### config.mk
export PLATFORM = sky130hd
export DESIGN_NAME = arcade_ctrl_mapper
export DESIGN_NICKNAME = d
export VERILOG_FILES = /design/src/rtl/arcade_ctrl_pkg.sv /design/src/rtl/arcade_coin_shaper.sv /design/src/rtl/arcade_ctrl_mapper.sv
export SDC_FILE = /design/constraint.sdc
export NUM_CORES = 1
export LEC_CHECK = 0
export BUFFER_PORTS_ARGS = -buffer_cell sky130_fd_sc_hd__buf_4
export CAP_MARGIN = 20
export CORE_UTILIZATION = 58
export DETAILED_ROUTE_END_ITERATION = 10
export PLACE_DENSITY = 0.85
export SETUP_SLACK_MARGIN = 0.3
export SLEW_MARGIN = 20
export SYNTH_ARGS = -nofsm -noshare
export SYNTH_HDL_FRONTEND = slang
export SYNTH_SLANG_ARGS = --single-unit
### constraint.sdc
create_clock -name clk_sys -period 5.8 [get_ports clk_sys]
set_input_delay 0.29 -clock clk_sys [delete_from_list [all_inputs] [get_ports clk_sys]]
set_output_delay 0.29 -clock clk_sys [all_outputs]
set_load 0.005 [all_outputs]
### src/rtl/arcade_ctrl_pkg.sv
// -----------------------------------------------------------------------------
// arcade_ctrl_pkg
// Shared definitions for the arcade control mapper: joystick word bit indices,
// the coin-shaper state encoding, counter widths and the opposing-direction
// (SOCD) cleaner used on the merged direction nibble.
// -----------------------------------------------------------------------------
package arcade_ctrl_pkg;

    // Bit positions inside a 16-bit joystick word
    localparam int unsigned JOY_R     = 0;
    localparam int unsigned JOY_L     = 1;
    localparam int unsigned JOY_D     = 2;
    localparam int unsigned JOY_U     = 3;
    localparam int unsigned JOY_BTN0  = 4;
    localparam int unsigned JOY_START = 12;
    localparam int unsigned JOY_COIN  = 13;

    // Counter widths
    localparam int unsigned COIN_CW = 16;
    localparam int unsigned AF_CW   = 20;

    typedef enum logic [1:0] {
        IDLE,
        PULSE,
        HOLD,
        GAP
    } coin_state_t;

    // Opposing directions pressed together cancel each other.
    function automatic logic [3:0] socd_clean(input logic [3:0] d);
        logic [3:0] c;
        c        = '0;
        c[JOY_U] = d[JOY_U] & ~d[JOY_D];
        c[JOY_D] = d[JOY_D] & ~d[JOY_U];
        c[JOY_L] = d[JOY_L] & ~d[JOY_R];
        c[JOY_R] = d[JOY_R] & ~d[JOY_L];
        return c;
    endfunction

endpackage

### src/rtl/arcade_coin_shaper.sv
// -----------------------------------------------------------------------------
// arcade_coin_shaper
// Turns a raw (active-high) coin button into a fixed-width, rate-limited,
// active-low coin pulse. A new rising edge is required for every pulse.
//
// Ports:
//   clk_i    - clock
//   rst_ni   - asynchronous active-low reset
//   coin_i   - raw coin request, active-high, same clock domain
//   coin_n_o - shaped coin output, active-low, registered
// -----------------------------------------------------------------------------
module arcade_coin_shaper
    import arcade_ctrl_pkg::*;
#(
    parameter int unsigned COIN_PULSE = 16'd2000,
    parameter int unsigned COIN_GAP   = 16'd4000
) (
    input  logic clk_i,
    input  logic rst_ni,
    input  logic coin_i,
    output logic coin_n_o
);

    localparam logic [COIN_CW-1:0] PULSE_LAST = COIN_CW'(COIN_PULSE - 1);
    localparam logic [COIN_CW-1:0] GAP_LAST   = COIN_CW'(COIN_GAP - 1);

    coin_state_t        state_q;
    logic [COIN_CW-1:0] cnt_q;
    logic               coin_prev_q;
    logic               coin_n_q;

    // coin_prev_q resets to 1 so a coin already held when reset is released
    // is not taken as a rising edge.
    always_ff @(posedge clk_i or negedge rst_ni) begin
        if (!rst_ni) begin
            state_q     <= IDLE;
            cnt_q       <= '0;
            coin_prev_q <= 1'b1;
            coin_n_q    <= 1'b1;
        end else begin
            coin_prev_q <= coin_i;
            unique case (state_q)
                IDLE: begin
                    if (coin_i && !coin_prev_q) begin
                        state_q  <= PULSE;
                        cnt_q    <= '0;
                        coin_n_q <= 1'b0;
                    end
                end
                PULSE: begin
                    if (cnt_q == PULSE_LAST) begin
                        state_q  <= HOLD;
                        cnt_q    <= '0;
                        coin_n_q <= 1'b1;
                    end else begin
                        cnt_q <= cnt_q + 1'b1;
                    end
                end
                HOLD: begin
                    if (!coin_i) begin
                        state_q <= GAP;
                        cnt_q   <= '0;
                    end
                end
                GAP: begin
                    if (cnt_q == GAP_LAST) begin
                        state_q <= IDLE;
                        cnt_q   <= '0;
                    end else begin
                        cnt_q <= cnt_q + 1'b1;
                    end
                end
                default: begin
                    state_q  <= IDLE;
                    cnt_q    <= '0;
                    coin_n_q <= 1'b1;
                end
            endcase
        end
    end

    assign coin_n_o = coin_n_q;

endmodule

### src/rtl/arcade_ctrl_mapper.sv
// -----------------------------------------------------------------------------
// arcade_ctrl_mapper
// Player-control front end for arcade cores. Per player: selects the USB or
// (synchronised) DB joystick word, merges all players in upright mode, cleans
// opposing directions, and shapes coin presses. All outputs are registered and
// active-low.
//
// Optional feature macro: ARCADE_CTRL_AUTOFIRE_EN -- when defined, af_en[p]
// turns button 0 of channel p into a square wave of AF_HALF-cycle half-period.
//
// Ports:
//   clk_sys   - clock
//   reset_n   - asynchronous active-low reset
//   joy_usb   - NUM_PLAYERS x 16-bit USB words (same domain)
//   joy_db    - NUM_PLAYERS x 16-bit DB words (asynchronous, synchronised here)
//   db_ports  - number of leading players sourced from joy_db
//   cocktail  - 0: all players ORed onto every channel, 1: separate channels
//   af_en     - per-player autofire enable on button 0
//   o_dir_n   - {U,D,L,R} per player, active-low
//   o_btn_n   - BTN_W buttons per player, active-low
//   o_start_n - start per player, active-low
//   o_coin_n  - shaped coin per player, active-low
// -----------------------------------------------------------------------------
module arcade_ctrl_mapper
    import arcade_ctrl_pkg::*;
#(
    parameter int unsigned NUM_PLAYERS = 2,
    parameter int unsigned BTN_W       = 2,
    parameter int unsigned COIN_PULSE  = 16'd2000,
    parameter int unsigned COIN_GAP    = 16'd4000,
    parameter int unsigned AF_HALF     = 20'd400000
) (
    input  logic                         clk_sys,
    input  logic                         reset_n,
    input  logic [NUM_PLAYERS*16-1:0]    joy_usb,
    input  logic [NUM_PLAYERS*16-1:0]    joy_db,
    input  logic [2:0]                   db_ports,
    input  logic                         cocktail,
    input  logic [NUM_PLAYERS-1:0]       af_en,
    output logic [NUM_PLAYERS*4-1:0]     o_dir_n,
    output logic [NUM_PLAYERS*BTN_W-1:0] o_btn_n,
    output logic [NUM_PLAYERS-1:0]       o_start_n,
    output logic [NUM_PLAYERS-1:0]       o_coin_n
);

    // Elaboration-time configuration checks
    if (NUM_PLAYERS < 1 || NUM_PLAYERS > 4) begin : g_bad_players
        $error("arcade_ctrl_mapper: NUM_PLAYERS must be 1..4");
    end
    if (BTN_W < 1 || BTN_W > 8) begin : g_bad_btn_w
        $error("arcade_ctrl_mapper: BTN_W must be 1..8");
    end
    if (COIN_PULSE < 1 || COIN_PULSE >= (1 << COIN_CW)) begin : g_bad_pulse
        $error("arcade_ctrl_mapper: COIN_PULSE out of range");
    end
    if (COIN_GAP < 1 || COIN_GAP >= (1 << COIN_CW)) begin : g_bad_gap
        $error("arcade_ctrl_mapper: COIN_GAP out of range");
    end
    if (AF_HALF < 1 || AF_HALF >= (1 << AF_CW)) begin : g_bad_af
        $error("arcade_ctrl_mapper: AF_HALF out of range");
    end

    logic [NUM_PLAYERS*16-1:0]          db_s1_q, db_s2_q;
    logic [NUM_PLAYERS-1:0][15:0]       sel_w;
    logic [15:0]                        or_w;
    logic [NUM_PLAYERS-1:0]             coin_w;
    logic [NUM_PLAYERS*4-1:0]           dir_d, dir_q;
    logic [NUM_PLAYERS*BTN_W-1:0]       btn_d, btn_q;
    logic [NUM_PLAYERS-1:0]             start_d, start_q;

`ifdef ARCADE_CTRL_AUTOFIRE_EN
    localparam logic [AF_CW-1:0] AF_LAST = AF_CW'(AF_HALF - 1);
    logic [AF_CW-1:0]       af_cnt_q [NUM_PLAYERS];
    logic [AF_CW-1:0]       af_cnt_d [NUM_PLAYERS];
    logic [NUM_PLAYERS-1:0] af_ph_q, af_ph_d;
`else
    logic unused_af;
    assign unused_af = ^af_en;
`endif

    // Bits outside the used fields (and the merged coin bit) are don't-care.
    logic unused_bits;
    assign unused_bits = ^{sel_w, or_w};

    always_comb begin
        logic [3:0]       dir;
        logic [BTN_W-1:0] b;
        logic             st;
        or_w    = '0;
        sel_w   = '0;
        coin_w  = '0;
        dir_d   = '0;
        btn_d   = '0;
        start_d = '0;
        dir     = '0;
        b       = '0;
        st      = 1'b0;
`ifdef ARCADE_CTRL_AUTOFIRE_EN
        af_ph_d = '0;
        for (int unsigned p = 0; p < NUM_PLAYERS; p++) begin
            af_cnt_d[p] = '0;
        end
`endif
        for (int unsigned p = 0; p < NUM_PLAYERS; p++) begin
            sel_w[p]  = (p < 32'(db_ports)) ? db_s2_q[p*16 +: 16] : joy_usb[p*16 +: 16];
            or_w      = or_w | sel_w[p];
            coin_w[p] = sel_w[p][JOY_COIN];
        end
        for (int unsigned p = 0; p < NUM_PLAYERS; p++) begin
            dir = cocktail ? sel_w[p][3:0]                  : or_w[3:0];
            b   = cocktail ? sel_w[p][JOY_BTN0 +: BTN_W]    : or_w[JOY_BTN0 +: BTN_W];
            st  = cocktail ? sel_w[p][JOY_START]            : or_w[JOY_START];
`ifdef ARCADE_CTRL_AUTOFIRE_EN
            // Phase 0 means asserted; releasing the button clears the phase.
            if (af_en[p] && b[0]) begin
                if (af_cnt_q[p] == AF_LAST) begin
                    af_cnt_d[p] = '0;
                    af_ph_d[p]  = ~af_ph_q[p];
                end else begin
                    af_cnt_d[p] = af_cnt_q[p] + 1'b1;
                    af_ph_d[p]  = af_ph_q[p];
                end
                b[0] = ~af_ph_q[p];
            end
`endif
            dir_d[p*4 +: 4]         = socd_clean(dir);
            btn_d[p*BTN_W +: BTN_W] = b;
            start_d[p]              = st;
        end
    end

    always_ff @(posedge clk_sys or negedge reset_n) begin
        if (!reset_n) begin
            db_s1_q <= '0;
            db_s2_q <= '0;
            dir_q   <= '1;
            btn_q   <= '1;
            start_q <= '1;
        end else begin
            db_s1_q <= joy_db;
            db_s2_q <= db_s1_q;
            dir_q   <= ~dir_d;
            btn_q   <= ~btn_d;
            start_q <= ~start_d;
        end
    end

`ifdef ARCADE_CTRL_AUTOFIRE_EN
    always_ff @(posedge clk_sys or negedge reset_n) begin
        if (!reset_n) begin
            af_ph_q <= '0;
            for (int unsigned p = 0; p < NUM_PLAYERS; p++) begin
                af_cnt_q[p] <= '0;
            end
        end else begin
            af_ph_q <= af_ph_d;
            for (int unsigned p = 0; p < NUM_PLAYERS; p++) begin
                af_cnt_q[p] <= af_cnt_d[p];
            end
        end
    end
`endif

    for (genvar p = 0; p < NUM_PLAYERS; p++) begin : g_coin
        arcade_coin_shaper #(
            .COIN_PULSE (COIN_PULSE),
            .COIN_GAP   (COIN_GAP)
        ) u_coin (
            .clk_i    (clk_sys),
            .rst_ni   (reset_n),
            .coin_i   (coin_w[p]),
            .coin_n_o (o_coin_n[p])
        );
    end

    assign o_dir_n   = dir_q;
    assign o_btn_n   = btn_q;
    assign o_start_n = start_q;

endmodule

* Word level (Yosys, flattened, before mapping)
Cells that the tools add are included.
** Cells by class
- Add/subtract/negate cells :: 2
- Order comparisons :: 2
- Equality and inequality tests :: 18
- Muxes and demuxes :: 34
- Bitwise logic cells :: 20
- Reductions and logical operators :: 14
** Operators with widths (count)
- $mux W16 :: 8
- $pmux W16 S4 :: 2
- $add A16 B1 Y16 const B :: 2
- $eq A16 B11 Y1 const B :: 2
- $eq A16 B12 Y1 const B :: 2
- $mux W14 :: 2
- $mux W2 :: 10
- $pmux W2 S4 :: 2
- $or A13 B13 Y13 :: 1
- $ne A2 B1 Y1 const B :: 6
- $and A1 B1 Y1 :: 8
- $eq A2 B2 Y1 const B :: 4
- $mux W4 :: 2
- $not A1 Y1 :: 8
- $not A8 Y8 :: 1
- $reduce_and A4 Y1 :: 2
- $lt A1 B3 Y1 const A :: 2
- $mux W1 :: 6
- $reduce_and A3 Y1 :: 2
- $eq A2 B1 Y1 const B :: 2
- $logic_not A2 Y1 :: 2
- $ne A2 B2 Y1 const B :: 2
- $not A4 Y4 :: 1
- $pmux W1 S2 :: 2
- 5 further kinds :: 9
** Word-level totals
- Register bits after elaboration :: 114
- Bits of input ports :: 72
- Output and inout bits :: 16
- Logic and storage cells :: 103

* Longest topological paths before layout
- Word-level depth :: 7
- Depth in mapped cells :: 8
- Gate-level depth less buffers :: 7

* Hierarchy
Synthesis repeated with hierarchy kept, for this count alone.
** Unflattened totals
- Cells, all modules :: 370
- Area total of the unflattened synthesis :: 3983.8 µm²
** By module, submodules not included
- arcade_coin_shaper :: times used 2, cells each 131, area an instance 1179.9 µm², seq. area each 503.0 µm²
- arcade_ctrl_mapper :: times used 1, cells each 108, area an instance 1624.1 µm², seq. area each 1168.6 µm²

* Worst setup path before layout
No wires, ideal clock.
- Path kind :: input port to flip-flop
- From :: in db_ports[2]
- To :: reg g_coin[0].u_coin.state_q[1]
- Library setup time :: 0.125 ns
- Arrival time :: 1.943 ns
- Required time :: 5.675 ns
- Slack :: 3.733 ns
- Stages on the path :: 7
- Buffers on the path :: 2
- Path through :: nor3_1 > buf_4 > mux2_2 > a22o_1 > buf_2 > nor2_1 > mux2_2
** On the way
- Longest elaborated chain between the ends :: 5
- Elaborated cells between the ends (all ways) :: 6
- Classes of those cells :: 1 x order compare; 2 x eq/ne; 1 x mux; 2 x reduce/logical
** Ends and longest elaborated chain
- start, declared :: RTL line arcade_ctrl_mapper.sv:37 : input logic [2:0] db_ports,
- $lt A1 B3 Y1 (*) :: RTL line arcade_ctrl_mapper.sv:105 : sel_w[p] = (p < 32'(db_ports)) ? db_s2_q[p*16 +: 16] : joy_usb[p*16 +: 16];
- $mux W14 (*) :: RTL line arcade_ctrl_mapper.sv:105
- net g_coin[0].u_coin.coin_i :: RTL line arcade_coin_shaper.sv:20 : input logic coin_i,
- $logic_and A1 B1 Y1 :: RTL line arcade_coin_shaper.sv:44 : if (coin_i && !coin_prev_q) begin
- $ne A2 B1 Y1 (no line)
- $reduce_and A4 Y1 (no line) (*)
- end signal, assigned :: RTL line arcade_coin_shaper.sv:45 : state_q <= PULSE;
- end signal, assigned :: RTL line arcade_coin_shaper.sv:52 : state_q <= HOLD;
- end signal, assigned :: RTL line arcade_coin_shaper.sv:61 : state_q <= GAP;
- end, declared :: RTL line arcade_coin_shaper.sv:27 : coin_state_t state_q;
The timed path passes the listed nets; every way through them passes the cells marked *.
A chain may end at the register's enable or synchronous reset.

* Worst setup path in the final report
- From :: in db_ports[2]
- To :: reg g_coin[0].u_coin.cnt_q[3]
** On the way
- Longest elaborated chain between the ends :: 5
- Elaborated cells between the ends (all ways) :: 6
- Classes of those cells :: 1 x order compare; 2 x eq/ne; 1 x mux; 2 x reduce/logical
** Ends and longest elaborated chain
- $lt A1 B3 Y1 (*) :: RTL line arcade_ctrl_mapper.sv:105
- $mux W14 (*) :: RTL line arcade_ctrl_mapper.sv:105
- net g_coin[0].u_coin.coin_i :: RTL line arcade_coin_shaper.sv:20
- $logic_and A1 B1 Y1 :: RTL line arcade_coin_shaper.sv:44
- $ne A2 B1 Y1 (no line)
- $reduce_and A2 Y1 (no line) (*)
- end signal, assigned :: RTL line arcade_coin_shaper.sv:56 : cnt_q <= cnt_q + 1'b1;
- end signal, assigned :: RTL line arcade_coin_shaper.sv:70 : cnt_q <= cnt_q + 1'b1;
- end, declared :: RTL line arcade_coin_shaper.sv:28 : logic [COIN_CW-1:0] cnt_q;
Marked as above.

==> results.ini <==
[status]
run_status = finished, violations left
violations = negative hold slack

[pwr]
switchingPower_uw = 268
clockPowerShare_pct = 38.0
power_switching_share_pct = 23.6
power_mw = 1.14
power_density_nw_per_um2 = 251
p_comb_share_pct = 6.3
internal-power_uw = 868
pwr-share-seq_pct = 55.8
ir_worst_vdd_v = 0.000296
leakagePower_nw = 2.04

[sta]
fin_tns_setup_ns = 0
slew_violations = 0
period_needed_ns = 2.57
tightest_slew_ns = 0.934
fmax_mhz = 390
setup_violations = 0
setup_ws_ns = 3.23
hold_ws_ns = -0.0419
hold_violations = 47
finalCritPeriodShare_pct = 44.3
relSlewSlack_pct = 37.7
skew_ns = 0.0110
rsz0062_at_grt = no

[final_layout]
instances_no_fill = 486
diodes = 0
final_core_util_pct = 70.9
drive_above_1_share_pct = 24.4
area_growth_pct = 16.7
design_area_um2 = 4530
final_nets = 486

[detailed_routing]
drt_iter0_drc = 186
antenna_left = 0
vias = 2852
viasPerCell = 5.87
wl_mm = 7.96
drc = 0
drt_pre_antenna_iters = 4
wl_per_cell_um = 16.4

[clock_tree]
cts_setup_buffers = 0
hold_buffers = 0
cts_num_sinks = 86
cts_resized = 0
numCtsBuffers = 9
clkTransAtPathRegs_ns = 0.09
root_buffer = clkbuf_8
clk-insertion-delay-late_ns = 0.37
ctsLongestPathBuffers = 2
htreeDepth = 3
cts_tree = built

[placement]
pre_cts_ws_ns = 2.88
gp_congestion = 0.819
dp_cells = 470
port-buffer-count = 53
place_area_um2 = 4320
place_hpwl_mm = 5.59

[worst_setup_path]
worst_setup_path_end_kind = flop
cpPeakStageDelay_ns = 0.82
cp_top_family = compound AO/OA/AOI/OAI gates
crit_buf_inv = 2
cp_data_required_time_ns = 6.06
critPathMostFrequentCell = buf_4
slowest_stage = a21oi_1
criticalPathCategory = input port to flop
cp-start-kind = input port
worst-path-max-fanout = 22
crit_chain = buf_4 -> nor3_1 -> buf_4 -> mux2_2 -> a22o_1 -> a21oi_1 -> nand3_1 -> o311ai_0
cp.arrival_ns = 2.83

[die]
die_y_um = 83.8
io_pins = 88
rows = 29
die_w_um = 83.8
coreArea_um2 = 6390
die-area_um2 = 7020
initial_core_util_pct = 60.7

[logic_synthesis]
syn-mean-instance-area_um2 = 11.1
yosysTopAreaCellShare_pct = 43.9
synthFlopType = dfrtp_1
ys_seq_area_share_pct = 56.1
ys_ff_latch = 86
yosys.area.top_type = dfrtp_1
synth_edf_count = 0
synth-warning-count = 0
synthTopCellsByArea = dfrtp_1 44%, dfstp_2 12%, mux2i_1 4.6%
netlist_area_um2 = 3880
syn_inst = 349
synth.net_count = 431
postSynth.asyncResetShare_pct = 100
ys_types = 44

[global_route]
antenna_found_initial = 0
grt_overflow = 0
grt_max_degree = 87
grt.total_usage_pct = 24.7
grt_pass1_wl_mm = 13.5
grt_pass1_vias = 2928

[worst_hold_path]
hold_path.class = input port to async pin

[job]
maxCapViolations = 0

==> cell usage in the layout, fill, tap and decap left out, types with 7 or more instances in the layout <==
cell / instances
nor2b_1: 9
o21ai_0: 31
nor2_1: 22
and3_1: 12
ha_1: 10
a22o_1: 17
clkbuf_8: 9
mux2i_1: 18
nand2b_1: 8
inv_1: 9
nor3_1: 7
a21oi_1: 14
dfstp_2: 18
nand2_1: 28
nand3_1: 15
buf_4: 54
dfrtp_1: 68
o21a_1: 7
==> area by class of cell <==
| class | instances | area [µm²] |
|---|---|---|
| flip-flops and latches | 86 | 2170 |
| fillers | 447 | 1860 |
| multi-input cells | 243 | 1600 |
| repair buffers | 55 | 417 |
| clock buffers | 9 | 124 |
| well taps | 77 | 96.3 |
| clock inverters | 7 | 81.3 |
| inverters | 9 | 33.8 |
==> power groups by stage <==
stage                     Clock, mW  Sequential, mW  Combinational [mW]
after floorplan                   0           0.644              0.0218
after global placement            0           0.643              0.0695
after detailed placement          0           0.645              0.0719
after CTS                     0.439           0.634              0.0722
after global routing          0.462           0.635              0.0789
final                         0.431           0.633              0.0714
==> worst register-to-register path, cell delays in order (launching register included) <==
cell	delay, ns
dfrtp_1	0.38
ha_1	0.18
and2_1	0.23
nand3_1	0.18
o31ai_1	0.53
and2_1	0.47
nand2_1	0.16
mux2_2	0.32
==> metal layers <==
metal  vias to the layer above  part of all wire (%)  track usage, %
li1                       1358                     -               -
met1                      1413                    41            28.5
met2                        61                    53            43.3
met3                        20                   3.9            6.82
met4                         0                   2.4            10.2
met5                         -                     0               0
==> worst paths after layout <==
check / depth (start not counted) / endpoint / startpoint / slack, ns
setup / recovery: 8 / g_coin[0].u_coin.cnt_q[3]$_DFFE_PN0P_ / db_ports[2] / 3.23
hold / removal: 1 / g_coin[0].u_coin.cnt_q[6]$_DFFE_PN0P_ / reset_n / -0.04
setup reg to reg: 7 / g_coin[1].u_coin.state_q[1]$_DFFE_PN0P_ / g_coin[1].u_coin.cnt_q[0]$_DFFE_PN0P_ / 3.24
hold reg to reg: 0 / db_s2_q[16]$_DFF_PN0_ / db_s1_q[16]$_DFF_PN0_ / 0.35
max in group asynchronous: 1 / db_s2_q[28]$_DFF_PN0_ / reset_n / 5.33
min in group clk_sys: 1 / db_s1_q[4]$_DFF_PN0_ / joy_db[4] / 0.03
==> Yosys cell counts, drive strengths merged, types with 2 or more instances <==
| library cell | instances |
|---|---|
| a21oi | 14 |
| o31ai | 2 |
| and2 | 6 |
| nand4b | 2 |
| dfstp | 18 |
| a21o | 5 |
| o21a | 7 |
| mux2 | 4 |
| nor2b | 9 |
| nor3 | 7 |
| o41ai | 2 |
| nand2b | 8 |
| mux2i | 18 |
| nand3b | 2 |
| o21ai | 32 |
| a22o | 17 |
| buf | 10 |
| and3 | 13 |
| or4 | 2 |
| nand2 | 29 |
| nand3 | 15 |
| nand4 | 5 |
| o311ai | 2 |
| ha | 10 |
| dfrtp | 68 |
| inv | 9 |
| nor2 | 23 |
| o21bai | 2 |
==> state kept, by name (all words and copies together) (netlist names), 4 cells and up <==
signal / cells
db_s2_q: 16
o_btn_n: 4
g_coin.u_coin.state_q: 4
db_s1_q: 16
o_dir_n: 8
g_coin.u_coin.cnt_q: 32
==> kinds of logic after synthesis <==
group | share of synthesized area [%]
DFF | 56.1
muxes | 5.81
and+or+nand+nor | 16.8
AOI/OAI and AO/OA | 15.4
adders and majority gates | 3.23
buffers and inverters | 2.68
No activity file was read; power rests on OpenSTA's default activity.
